## src/rtl/vga_fb_display.sv

```systemverilog
// vga_fb_display
//   Pixel back-end downstream of vga_sync. Prefetches framebuffer pixels into a
//   small FIFO through an in-order read port, pops one pixel per visible beam
//   cycle, and drives registered RGB plus delayed syncs. The fetch address and
//   FIFO are re-aligned on every vsync falling edge.
//
//   state       | meaning
//   ------------+-------------------------------------------------------------
//   WAIT_FRAME  | after reset, no fetching until the first vsync falling edge
//   RUN         | fetching and displaying; each vsync falling edge re-aligns
//
// Ports
//   clk, reset                 pixel clock, async active-low reset
//   visible, hsync, vsync      beam timing from vga_sync (syncs active low)
//   rd_req/rd_addr/rd_ready    framebuffer request channel (valid/ready)
//   rd_data_valid/rd_data      in-order responses {r,g,b}
//   vga_red/green/blue         registered colour, 0 when blanked
//   vga_hsync/vga_vsync        syncs delayed one cycle to match colour
//   underflow                  sticky per frame: visible pixel met empty FIFO
module vga_fb_display #(
  parameter int H_VISIBLE  = 640,
  parameter int V_VISIBLE  = 480,
  parameter int ADDR_BITS  = 19,
  parameter int COLOR_BITS = 4,
  parameter int FIFO_DEPTH = 8
) (
  input  logic                    clk,
  input  logic                    reset,
  input  logic                    visible,
  input  logic                    hsync,
  input  logic                    vsync,
  output logic                    rd_req,
  output logic [ADDR_BITS-1:0]    rd_addr,
  input  logic                    rd_ready,
  input  logic                    rd_data_valid,
  input  logic [3*COLOR_BITS-1:0] rd_data,
  output logic [COLOR_BITS-1:0]   vga_red,
  output logic [COLOR_BITS-1:0]   vga_green,
  output logic [COLOR_BITS-1:0]   vga_blue,
  output logic                    vga_hsync,
  output logic                    vga_vsync,
  output logic                    underflow
);

  localparam int PW = $clog2(FIFO_DEPTH);
  localparam int CW = PW + 1;
  localparam int DW = 3 * COLOR_BITS;
  localparam logic [ADDR_BITS-1:0] LAST_ADDR = ADDR_BITS'(H_VISIBLE * V_VISIBLE - 1);
  localparam logic [CW:0]          DEPTH_W   = (CW+1)'(FIFO_DEPTH);

  typedef enum logic {ST_WAIT_FRAME, ST_RUN} state_t;

  state_t               state_q, state_d;
  logic                 vsync_q, vsync_d;
  logic [DW-1:0]        mem_q [FIFO_DEPTH];
  logic [PW-1:0]        wr_ptr_q, wr_ptr_d, rd_ptr_q, rd_ptr_d;
  logic [CW-1:0]        count_q, count_d;
  logic [CW-1:0]        outst_q, outst_d;
  logic [CW-1:0]        drop_q, drop_d;
  logic [ADDR_BITS-1:0] rd_addr_q, rd_addr_d;
  logic                 rd_req_q, rd_req_d;
  logic [DW-1:0]        pix_q, pix_d;
  logic                 hs_out_q, hs_out_d, vs_out_q, vs_out_d;
  logic                 underflow_q, underflow_d;

  logic                 fs, accept, resp, discard, push, pop;
  logic [CW:0]          credit_sum;

  always_comb begin
    fs      = vsync_q && !vsync;
    accept  = rd_req_q && rd_ready;
    // Responses before the first frame start cannot belong to this block's requests.
    resp    = rd_data_valid && (state_q == ST_RUN);
    discard = resp && (drop_q != '0);
    push    = resp && !discard && !fs;
    pop     = visible && (count_q != '0) && !fs;

    state_d  = fs ? ST_RUN : state_q;
    vsync_d  = vsync;
    hs_out_d = hsync;
    vs_out_d = vsync;

    outst_d = outst_q + CW'(accept) - CW'(resp);

    if (fs) begin
      wr_ptr_d  = '0;
      rd_ptr_d  = '0;
      count_d   = '0;
      rd_addr_d = '0;
      // Everything still in flight after this cycle belongs to the old frame.
      drop_d    = outst_d;
    end else begin
      wr_ptr_d  = wr_ptr_q + PW'(push);
      rd_ptr_d  = rd_ptr_q + PW'(pop);
      count_d   = count_q + CW'(push) - CW'(pop);
      drop_d    = drop_q - CW'(discard);
      if (accept) begin
        rd_addr_d = (rd_addr_q == LAST_ADDR) ? '0 : rd_addr_q + 1'b1;
      end else begin
        rd_addr_d = rd_addr_q;
      end
    end

    // FIFO slots already spoken for (filled or in flight) bound new requests.
    credit_sum = {1'b0, count_d} + {1'b0, outst_d};
    rd_req_d   = (state_d == ST_RUN) && (credit_sum < DEPTH_W);

    pix_d       = pop ? mem_q[rd_ptr_q] : '0;
    underflow_d = fs ? 1'b0 : (underflow_q | (visible && (count_q == '0)));
  end

  always_ff @(posedge clk or negedge reset) begin
    if (!reset) begin
      state_q     <= ST_WAIT_FRAME;
      vsync_q     <= 1'b1;
      wr_ptr_q    <= '0;
      rd_ptr_q    <= '0;
      count_q     <= '0;
      outst_q     <= '0;
      drop_q      <= '0;
      rd_addr_q   <= '0;
      rd_req_q    <= 1'b0;
      pix_q       <= '0;
      hs_out_q    <= 1'b1;
      vs_out_q    <= 1'b1;
      underflow_q <= 1'b0;
    end else begin
      state_q     <= state_d;
      vsync_q     <= vsync_d;
      wr_ptr_q    <= wr_ptr_d;
      rd_ptr_q    <= rd_ptr_d;
      count_q     <= count_d;
      outst_q     <= outst_d;
      drop_q      <= drop_d;
      rd_addr_q   <= rd_addr_d;
      rd_req_q    <= rd_req_d;
      pix_q       <= pix_d;
      hs_out_q    <= hs_out_d;
      vs_out_q    <= vs_out_d;
      underflow_q <= underflow_d;
    end
  end

  // Storage needs no reset: an entry is only read after it has been written.
  always_ff @(posedge clk) begin
    if (push) begin
      mem_q[wr_ptr_q] <= rd_data;
    end
    if (reset && push && !pop) begin
      assert (count_q != CW'(FIFO_DEPTH));
    end
  end

  assign rd_req    = rd_req_q;
  assign rd_addr   = rd_addr_q;
  assign vga_red   = pix_q[DW-1 -: COLOR_BITS];
  assign vga_green = pix_q[2*COLOR_BITS-1 -: COLOR_BITS];
  assign vga_blue  = pix_q[COLOR_BITS-1:0];
  assign vga_hsync = hs_out_q;
  assign vga_vsync = vs_out_q;
  assign underflow = underflow_q;

endmodule

```

## config.mk

```make
export PLATFORM = sky130hd
export DESIGN_NAME = vga_fb_display
export DESIGN_NICKNAME = d
export VERILOG_FILES = /design/src/rtl/vga_fb_display.sv
export SDC_FILE = /design/constraint.sdc
export NUM_CORES = 1
export LEC_CHECK = 0
export CAP_MARGIN = 0
export CORE_MARGIN = 2
export CORE_UTILIZATION = 62
export CTS_CLUSTER_DIAMETER = 120
export DETAILED_ROUTE_END_ITERATION = 12
export HOLD_SLACK_MARGIN = 0.12
export PLACE_DENSITY = 0.9
export SLEW_MARGIN = 20
export SYNTH_ARGS = -nofsm -noshare
export SYNTH_HDL_FRONTEND = slang
export SYNTH_SLANG_ARGS = --single-unit
export TNS_END_PERCENT = 30
```

## constraint.sdc

```tcl
create_clock -name clk -period 6.9 [get_ports clk]
set_input_delay 1.725 -clock clk [delete_from_list [all_inputs] [get_ports clk]]
set_output_delay 1.725 -clock clk [all_outputs]
set_load 0.05 [all_outputs]
```

==> flow_summary.yaml <==
status:
  status: "finished clean"
floorplanning:
  die_w_um: 104.4
  die_area_mm2: 0.01090
  fp.dieH_um: 104.4
  floorplan.initialDensity: 0.6393
  rows: 36
  core_area_mm2: 0.009774
  ios: 54
logic_synthesis:
  synthMuxAreaShare: 0.1073
  yosysTopAreaCell: "edfxtp_1"
  synth_top_area_share: 0.4614
  synthesis.area_mm2: 0.006248
  yosysWarningCount: 0
  synth_xor_area_frac: 0.01822
  synth-seq-cells: 150
  synthSimpleGateAreaFrac: 0.1037
  synth.avg_cell_area_um2: 15.47
  synth_top_family_by_area: "multiplexers"
  synth_edf_count: 96
  syn-instance-count: 404
  synth-seq-area-share: 0.6780
  synth_nets: 444
  async_flop_share: 0.3600
  synth_ff_type: "edfxtp_1"
  synthTopCellsByArea: "edfxtp_1, dfrtp_1, mux4_2, ha_1, mux2i_1"
  synth-compound-area-share: 0.02663
  synthAdderAreaFrac: 0.04445
  synth_cell_type_count: 46
place:
  placed_area_mm2: 0.006955
  gp_congestion: 0.8829
  dpl_worst_slack_ns: 1.644
  io_buffers: 53
  hpwl_mm: 7.767
clocking:
  hold_buffers: 0
  cts_tree: "yes"
  postCtsSetupBuffers: 0
  cts_num_sinks: 150
  clockRootBuffer: "clkbuf_8"
  htree_levels: 4
  numCtsBuffers: 17
  clk_pin_slew_ns: 0.07
  clock_path_buffers: 2
  cts_resized: 0
  clk_latency_ns: 0.52
routing:
  met2_length_mm: 7.028
  top_layer: "met4"
  via_per_inst: 6.019
  routedWlPerCell_um: 21.01
  drc: 0
  routed_wl_mm: 12.98
  vias: 3720
  dr_wl_met3_um: 679
  drt_iter0_drc: 275
  dr.pass1.iters: 6
  drt-met1-wl_mm: 4.974
  route.antenna.remaining_nets: 0
worst_setup_path:
  cp_slowest_stage_delay_ns: 0.56
  arrival_ns: 5.22
  path_cells: "clkdlybuf4s50_1 -> nand2b_1 -> nand3_1 -> inv_1 -> ha_1 -> inv_1 -> ha_1 -> inv_1 -> fa_1 -> nor2_1 -> ha_1 -> a31o_2 -> a21oi_1"
  cp_max_fo: 13
  end_kind: "register"
  cpMaxStageDelayCell: "nand3_1"
  cp-start-kind: "input port"
  worstSetupPathType: "in -> reg"
  worstPathRequired_ns: 7.35
timing:
  clock_skew_ns: 0.007117
  layout_min_cycle_time_ns: 4.770
  fmax_mhz: 209.6
  timing_hold_violations_final: 0
  timing.final.crit_share: 0.6913
  setup_viol: 0
  setup_slack_ns: 2.130
  rsz0062_at_grt: "false"
  fin_tns_setup_ns: 0
  worst-slew-pin-transition_ns: 1.105
  drv_slew: 0
  slew_headroom: 0.2574
layout:
  final_common_cell: "edfxtp_1"
  syn2layout_area_growth_pct: 21.67
  drive_above_1_share: 0.1649
  multi_input_area_mm2: 0.001877
  nets: 512
  n_antenna_cell: 0
  final_util: 0.7778
  fillers: 532
  final_design_area_no_fill_mm2: 0.007602
  register_area_mm2: 0.004238
  final_cell_mix: "edfxtp_1, clkdlybuf4s50_1, dfrtp_1"
global_routing:
  grt_use_total: 0.2547
  grt_max_degree: 55
  antenna_found_initial: 0
  grt_pass1_vias: 3932
  grt_remaining_overflow: 0
  grt_first_pass_wirelength_mm: 20.60
power:
  power_mw: 2.966
  ir_drop_mv: 0.2607
  p_leak_nw: 2.848
  clkPwrFrac: 0.338
  power_density_mw_per_mm2: 390.1
  pwr-share-seq: 0.388
  netSwitchingPower_mw: 0.9413
  swShare: 0.3174
  p_int_mw: 2.024
  comb_power_share: 0.274
job:
  max_cap_viol_count: 0
worst_hold_path:
  hp-class: "reg -> reg"
## cell usage after synthesis, types with 3 or more instances
cell      number
edfxtp_1      96
dfrtp_1       52
nor2_1        33
mux4_2        24
nand2_1       24
nand3_1       23
ha_1          19
inv_1         18
mux2i_1       13
clkbuf_1      10
nand4_1        9
xnor2_1        8
and2_1         7
a21oi_1        6
nor3_1         6
nand2b_1       5
or3_1          5
xor2_1         5
and3_1         3
buf_2          3
o21ai_0        3
o311ai_0       3
## cell type report
class / instances / area share
Multi-Input combinational cell: 221 / 0.2469
Timing Repair Buffer: 64 / 0.07999
Clock buffer: 17 / 0.05448
Clock inverter: 15 / 0.03045
Inverter: 18 / 0.008887
Sequential cell: 150 / 0.5574
Tap cell: 133 / 0.02189
## cells by family after synthesis
logic type / after synthesis
simple gates: 126
mux: 37
fa+ha+maj: 21
compound gates: 24
xor+xnor: 13
flops: 150
buf+inv: 33
## metal layers
metal	track usage	vias to the layer above
met5	0	-
met4	0.1052	0
met3	0.05639	30
met2	0.4421	145
met1	0.3099	1896
li1	-	1649
## power by group through the flow
stage | logic (mW) | registers, mW | clock network (mW)
6_report | 0.812 | 1.15 | 1.00
5_1_grt | 0.884 | 1.16 | 1.05
4_1_cts | 0.821 | 1.15 | 1.02
3_5_place_dp | 0.805 | 1.16 | 0
3_3_place_gp | 0.771 | 1.16 | 0
2_1_floorplan | 0.504 | 1.24 | 0
## worst paths after layout
check | start | end | depth (start not counted) | slack [ns]
min | underflow | underflow | 2 | 0.52
max reg2reg | vga_vsync | rd_req | 12 | 3.45
min in group asynchronous | reset | drop_q[1] | 2 | 1.33
max in group asynchronous | reset | rd_ptr_q[1] | 2 | 5.06
min reg2reg | underflow | underflow | 2 | 0.52
max | vsync | rd_req | 13 | 2.13
## metrics by stage
stage                     hold slack [ns]  instances
final                              0.5206        618
after global routing               0.5544        618
after CTS                          0.5167        618
after detailed placement           0.5016        586
after global placement             0.4922        586
after floorplan                    0.4483        404
## worst max-delay path: cells and delay by family
| family | cells | cell delay, ns |
|---|---|---|
| AND/OR/NAND/NOR | 3 | 1.15 |
| AO/OA/AOI/OAI | 2 | 0.36 |
| buffers and inverters | 4 | 0.86 |
| adder cells (fa/ha/maj) | 4 | 1.12 |
## registers in the layout, indices dropped and copies added, names as in the netlist, 3 cells and up
| signal | cells |
|---|---|
| count_q | 4 |
| drop_q | 4 |
| mem_q | 96 |
| outst_q | 4 |
| pix_q | 12 |
| rd_addr | 19 |
| rd_ptr_q | 3 |
| wr_ptr_q | 3 |
Power figures use the tool's default switching activity.
